File: src/rtl/alu_seq_core.sv
// Button-driven sequential ALU: operand registers loaded on button edges, one op per
// execute edge, single-cycle ops via EXEC and a shift-add multiplier via MUL.
module alu_seq_core #(
    parameter int WIDTH = 8
) (
    input  logic             clk,
    input  logic             reset_n,
    input  logic [WIDTH-1:0] sw,
    input  logic [3:0]       opcode,
    input  logic             btn_load_a,
    input  logic             btn_load_b,
    input  logic             btn_execute,
    output logic [WIDTH-1:0] result_led,
    output logic [WIDTH-1:0] result_hi,
    output logic             zero_flag,
    output logic             carry_flag,
    output logic             overflow_flag,
    output logic             negative_flag,
    output logic             err_flag,
    output logic             busy,
    output logic             done
);
    localparam int MSB = WIDTH - 1;
    localparam int CW  = $clog2(WIDTH);
    localparam logic [CW-1:0] LAST = CW'(WIDTH - 1);

    localparam logic [3:0] OP_ADD = 4'd0,  OP_SUB = 4'd1,  OP_AND = 4'd2,  OP_OR   = 4'd3;
    localparam logic [3:0] OP_XOR = 4'd4,  OP_NOT = 4'd5,  OP_SHL = 4'd6,  OP_SHR  = 4'd7;
    localparam logic [3:0] OP_ROL = 4'd8,  OP_ROR = 4'd9,  OP_ASR = 4'd10, OP_MUL  = 4'd11;
    localparam logic [3:0] OP_CMP = 4'd12, OP_PASS = 4'd13;

    typedef enum logic [1:0] {IDLE, EXEC, MUL} state_t;

    state_t             state;
    logic [WIDTH-1:0]   a, b, wa, wb;
    logic [3:0]         wop;
    logic [2:0]         btn_prev;
    logic [2*WIDTH-1:0] acc;
    logic [CW-1:0]      cnt;

    logic ld_a_edge, ld_b_edge, ex_edge;
    assign ld_a_edge = btn_load_a  & ~btn_prev[0];
    assign ld_b_edge = btn_load_b  & ~btn_prev[1];
    assign ex_edge   = btn_execute & ~btn_prev[2];

    logic [WIDTH:0]   add_full, sub_full;
    logic [WIDTH-1:0] alu_res;
    logic             alu_c, alu_v;

    always_comb begin
        add_full = {1'b0, wa} + {1'b0, wb};
        sub_full = {1'b0, wa} - {1'b0, wb};
        alu_res  = '0;
        alu_c    = 1'b0;
        alu_v    = 1'b0;
        case (wop)
            OP_ADD: begin
                alu_res = add_full[MSB:0];
                alu_c   = add_full[WIDTH];
                alu_v   = (wa[MSB] == wb[MSB]) && (add_full[MSB] != wa[MSB]);
            end
            // sub_full[WIDTH] is the borrow: set exactly when A < B unsigned
            OP_SUB, OP_CMP: begin
                alu_res = sub_full[MSB:0];
                alu_c   = sub_full[WIDTH];
                alu_v   = (wa[MSB] != wb[MSB]) && (sub_full[MSB] != wa[MSB]);
            end
            OP_AND:  alu_res = wa & wb;
            OP_OR:   alu_res = wa | wb;
            OP_XOR:  alu_res = wa ^ wb;
            OP_NOT:  alu_res = ~wa;
            OP_SHL:  {alu_c, alu_res} = {wa, 1'b0};
            OP_SHR:  {alu_res, alu_c} = {1'b0, wa};
            OP_ROL: begin alu_res = {wa[MSB-1:0], wa[MSB]}; alu_c = wa[MSB]; end
            OP_ROR: begin alu_res = {wa[0], wa[MSB:1]};     alu_c = wa[0];   end
            OP_ASR: begin alu_res = {wa[MSB], wa[MSB:1]};   alu_c = wa[0];   end
            OP_PASS: alu_res = wb;
            default: ;
        endcase
    end

    // One shift-add step: multiplier sits in the low half and shifts out as the product grows
    logic [WIDTH:0]     mul_sum;
    logic [2*WIDTH-1:0] acc_next;
    always_comb begin
        mul_sum  = {1'b0, acc[2*WIDTH-1:WIDTH]} + (acc[0] ? {1'b0, wb} : '0);
        acc_next = {mul_sum, acc[MSB:1]};
    end

    always_ff @(posedge clk or negedge reset_n) begin
        if (!reset_n) begin
            state         <= IDLE;
            a             <= '0;
            b             <= '0;
            wa            <= '0;
            wb            <= '0;
            wop           <= '0;
            btn_prev      <= '0;
            acc           <= '0;
            cnt           <= '0;
            result_led    <= '0;
            result_hi     <= '0;
            zero_flag     <= 1'b0;
            carry_flag    <= 1'b0;
            overflow_flag <= 1'b0;
            negative_flag <= 1'b0;
            err_flag      <= 1'b0;
            busy          <= 1'b0;
            done          <= 1'b0;
        end else begin
            btn_prev <= {btn_execute, btn_load_b, btn_load_a};
            done     <= 1'b0;
            case (state)
                IDLE: begin
                    if (ld_a_edge) a <= sw;
                    if (ld_b_edge) b <= sw;
                    if (ex_edge) begin
                        wa    <= a;
                        wb    <= b;
                        wop   <= opcode;
                        acc   <= {{WIDTH{1'b0}}, a};
                        cnt   <= '0;
                        busy  <= 1'b1;
                        state <= (opcode == OP_MUL) ? MUL : EXEC;
                    end
                end
                EXEC: begin
                    state <= IDLE;
                    busy  <= 1'b0;
                    done  <= 1'b1;
                    if (wop > OP_PASS) begin
                        err_flag <= 1'b1;
                    end else begin
                        err_flag      <= 1'b0;
                        carry_flag    <= alu_c;
                        overflow_flag <= alu_v;
                        zero_flag     <= (alu_res == '0);
                        negative_flag <= alu_res[MSB];
                        if (wop != OP_CMP) begin
                            result_led <= alu_res;
                            result_hi  <= '0;
                        end
                    end
                end
                MUL: begin
                    acc <= acc_next;
                    cnt <= cnt + 1'b1;
                    if (cnt == LAST) begin
                        state         <= IDLE;
                        busy          <= 1'b0;
                        done          <= 1'b1;
                        err_flag      <= 1'b0;
                        result_led    <= acc_next[MSB:0];
                        result_hi     <= acc_next[2*WIDTH-1:WIDTH];
                        zero_flag     <= (acc_next == '0);
                        carry_flag    <= |acc_next[2*WIDTH-1:WIDTH];
                        overflow_flag <= 1'b0;
                        negative_flag <= acc_next[MSB];
                    end
                end
                default: state <= IDLE;
            endcase
        end
    end
endmodule

File: config.mk
export PLATFORM = sky130hd
export DESIGN_NAME = alu_seq_core
export DESIGN_NICKNAME = d
export VERILOG_FILES = /design/src/rtl/alu_seq_core.sv
export SDC_FILE = /design/constraint.sdc
export NUM_CORES = 1
export LEC_CHECK = 0
export BUFFER_PORTS_ARGS = -buffer_cell sky130_fd_sc_hd__buf_4
export CAP_MARGIN = 20
export CORE_ASPECT_RATIO = 1.2
export CORE_MARGIN = 10
export CORE_UTILIZATION = 35
export DETAILED_ROUTE_END_ITERATION = 10
export HOLD_SLACK_MARGIN = 0.06
export PLACE_DENSITY = 0.52
export SLEW_MARGIN = 40
export SYNTH_ARGS = -nofsm -noshare
export SYNTH_HDL_FRONTEND = slang
export SYNTH_SLANG_ARGS = --single-unit
export TNS_END_PERCENT = 20
File: constraint.sdc
create_clock -name clk -period 4.4 [get_ports clk]
set_input_delay 0.88 -clock clk [delete_from_list [all_inputs] [get_ports clk]]
set_output_delay 0.88 -clock clk [all_outputs]
set_load 0.1 [all_outputs]
==> impl_metrics.tcl <==
set metrics [dict create \
    cellLeakagePower_nw 2.78 \
    ys.flop_type "dfrtp_1" \
    hold_path.class "flip-flop to flip-flop" \
    drt-initial-drc-count 298 \
    yosysMostFrequentCell "dfrtp_1" \
    clk_latency_ns 0.34 \
    hold_violations 0 \
    grt_max_degree 84 \
    grt_overflow_total 0 \
    ys_ff_latch 83 \
    cts-root-buf "clkbuf_16" \
    dieWidth_um 133 \
    antenna_left 0 \
    cts.clk_slew.worst_paths_ns 0.06 \
    place_ws_ns 1.36 \
    relSlewSlack_pct 49.1 \
    status "finished clean" \
    rsz0062_at_grt "no" \
    synth_top_area_share_pct 38.5 \
    max-clock-path-buffers 2 \
    ys_warn_count 0 \
    port-buffer-count 39 \
    cts.sinks 83 \
    htreeDepth 3 \
    cts_hold_buf 0 \
    start_util_pct 35.7 \
    post-route-period-util_pct 68.6 \
    startpoint_type "flip-flop" \
    first_pass_iters 5 \
    post_cts_buffers 0 \
    avgViaCountPerCell 5.60 \
    diodes 0 \
    grt_pass1_vias 4474 \
    drive_gt1_share_pct 19.9 \
    seq_area_frac_synth_pct 38.5 \
    syn_inst 553 \
    synth_nets 611 \
    synthArstFlopShare_pct 100 \
    antenna_found_initial 0 \
    ys_types 72 \
    cts_tree "yes" \
    wl_per_cell_um 19.7 \
    numCtsBuffers 9 \
    syn_area_um2 5390 \
    ir_drop_mv 0.325 \
    setup_viol 0 \
    setup_ws_ns 1.38 \
    synth.area.top_cells "dfrtp_1 39%, ha_1 8.8%, mux2_2 7.5%" \
    pwr_density_cell_nw_per_um2 778 \
    postSynthAreaPerCell_um2 9.75 \
    setup_tns_ns 0 \
    grt_usage_pct 14.9 \
    rows 49 \
    grt_first_pass_wirelength_mm 24.7 \
    syn2layout_area_growth_pct 14.3 \
    worstPathRequired_ns 4.62 \
    fp.dieH_um 156 \
    finClkSkew_ns 0.00597 \
    worst_pin_slew_ns 0.764 \
    hpwlAfterDp_mm 11.7 \
    slew_violations 0 \
    ios 40 \
    arrival_ns 3.24 \
    path_max_fanout 9 \
    synth_common_cells "83 x dfrtp_1, 49 x nand2_1, 38 x ha_1" \
    end_kind "flip-flop" \
    yosys.area.top_type "dfrtp_1" \
    dieArea_um2 20800 \
    period_minus_slack_ns 3.02 \
    routabilityCongestion 0.902 \
    num_vias 4410 \
    core_area_um2 15100 \
    crit_type "flip-flop to flip-flop" \
    synth-edff-count 0 \
    routed_wl_mm 15.5 \
    nNetsFinal 637 \
    postCtsResizedCells 0 \
    fmax_mhz 331 \
    drv_cap 0 \
    drc 0 \
]
==> worst max-delay path, cell delays in order (launching register included) <==
cell and delay, ns:
dfrtp_1 0.51, and2_1 0.18, ha_1 0.19, inv_1 0.07, fa_1 0.40, nor2b_1 0.17
o31a_1 0.19, a21oi_1 0.09, nor4_2 0.30, o2111ai_1 0.28, and4_1 0.28, a221o_1 0.26
==> worst paths after layout <==
path	start	end	slack [ns]	cells past startpoint
max	acc[0]	carry_flag	1.38	11
min	result_led[0]	result_led[0]	0.48	2
max reg2reg	acc[0]	carry_flag	1.38	11
min reg2reg	result_led[0]	result_led[0]	0.48	2
max in group asynchronous	reset_n	wop[3]	3.32	1
min in group asynchronous	reset_n	acc[14]	0.58	1
==> sequential cells by signal, indices dropped and copies added, names as in the netlist, 2 cells and up <==
name        cells
a               8
state           2
b               8
result_hi       8
wop             4
result_led      8
cnt             3
wa              8
acc            16
wb              8
btn_prev        3
==> placed cells by master, fill, tap and decap left out, types with 5 or more instances in the layout <==
master / synthesis / layout
a22o_1: 14 / 14
nand2b_1: 8 / 8
o31ai_1: 7 / 7
nand3_1: 9 / 9
clkbuf_16: 0 / 9
buf_4: 3 / 44
a31oi_1: 5 / 5
dfrtp_1: 83 / 80
nor3b_1: 6 / 6
a221oi_1: 6 / 6
a21oi_1: 33 / 33
nand2_1: 49 / 48
and2_1: 7 / 7
o21ai_0: 31 / 31
nor2_1: 23 / 23
o22ai_1: 8 / 8
inv_1: 31 / 31
o21ai_1: 6 / 6
mux2i_1: 14 / 14
mux2_2: 36 / 36
nand3b_1: 5 / 5
ha_1: 38 / 38
nor2b_1: 9 / 9
nor3_1: 11 / 11
a211o_1: 5 / 5
==> cell families (layout without fill, tap and decap cells) <==
group	Yosys count	after routing	share of synthesized area [%]
xor gates and xnor gates	2	2	0.325
and+or+nand+nor	153	153	15.2
buffers and inverters	62	92	4.97
adders and majority gates	41	41	9.94
AOI/OAI and AO/OA	162	162	20.9
muxes	50	50	10.1
DFF	83	83	38.5
==> metrics by stage <==
| stage | total power [mW] | cells | utilization (%) | hold WS (ns) | instance area (µm²) |
|---|---|---|---|---|---|
| finish | 4.79 | 787 | 40.8 | 0.482 | 6160 |
| global route | 5.11 | 787 | 40.8 | 0.506 | 6160 |
| CTS | 4.80 | 787 | 40.8 | 0.489 | 6150 |
| detailed placement | 3.99 | 772 | 38.7 | 0.475 | 5840 |
| global placement | 3.98 | 772 | 38.7 | 0.472 | 5840 |
| floorplan | 3.24 | 553 | - | 0.456 | 5390 |
==> routing by layer <==
layer,share of wire [%],global-route usage (%),wire length (µm)
met1,42,17.9,6560
met2,50,25.3,7770
met3,4.3,2.77,661
met4,3.5,6.59,551
met5,0,0,0
==> layout make-up <==
class | count | area, µm²
clock buffers | 11 | 233
clock inverters | 4 | 76.3
fillers | 1518 | 8920
inverters | 32 | 120
multi-input cells | 408 | 3050
flip-flops and latches | 83 | 2080
well taps | 204 | 255
repair buffers | 45 | 344
==> report_power, final <==
| group | leakage, nW | internal, mW | total, mW | switching, mW |
|---|---|---|---|---|
| Combinational | 1.60 | 0.939 | 2.58 | 1.64 |
| Sequential | 1.04 | 1.00 | 1.42 | 0.415 |
| Clock | 0.146 | 0.495 | 0.797 | 0.302 |
Note: power is estimated with default switching activity, not from simulation.
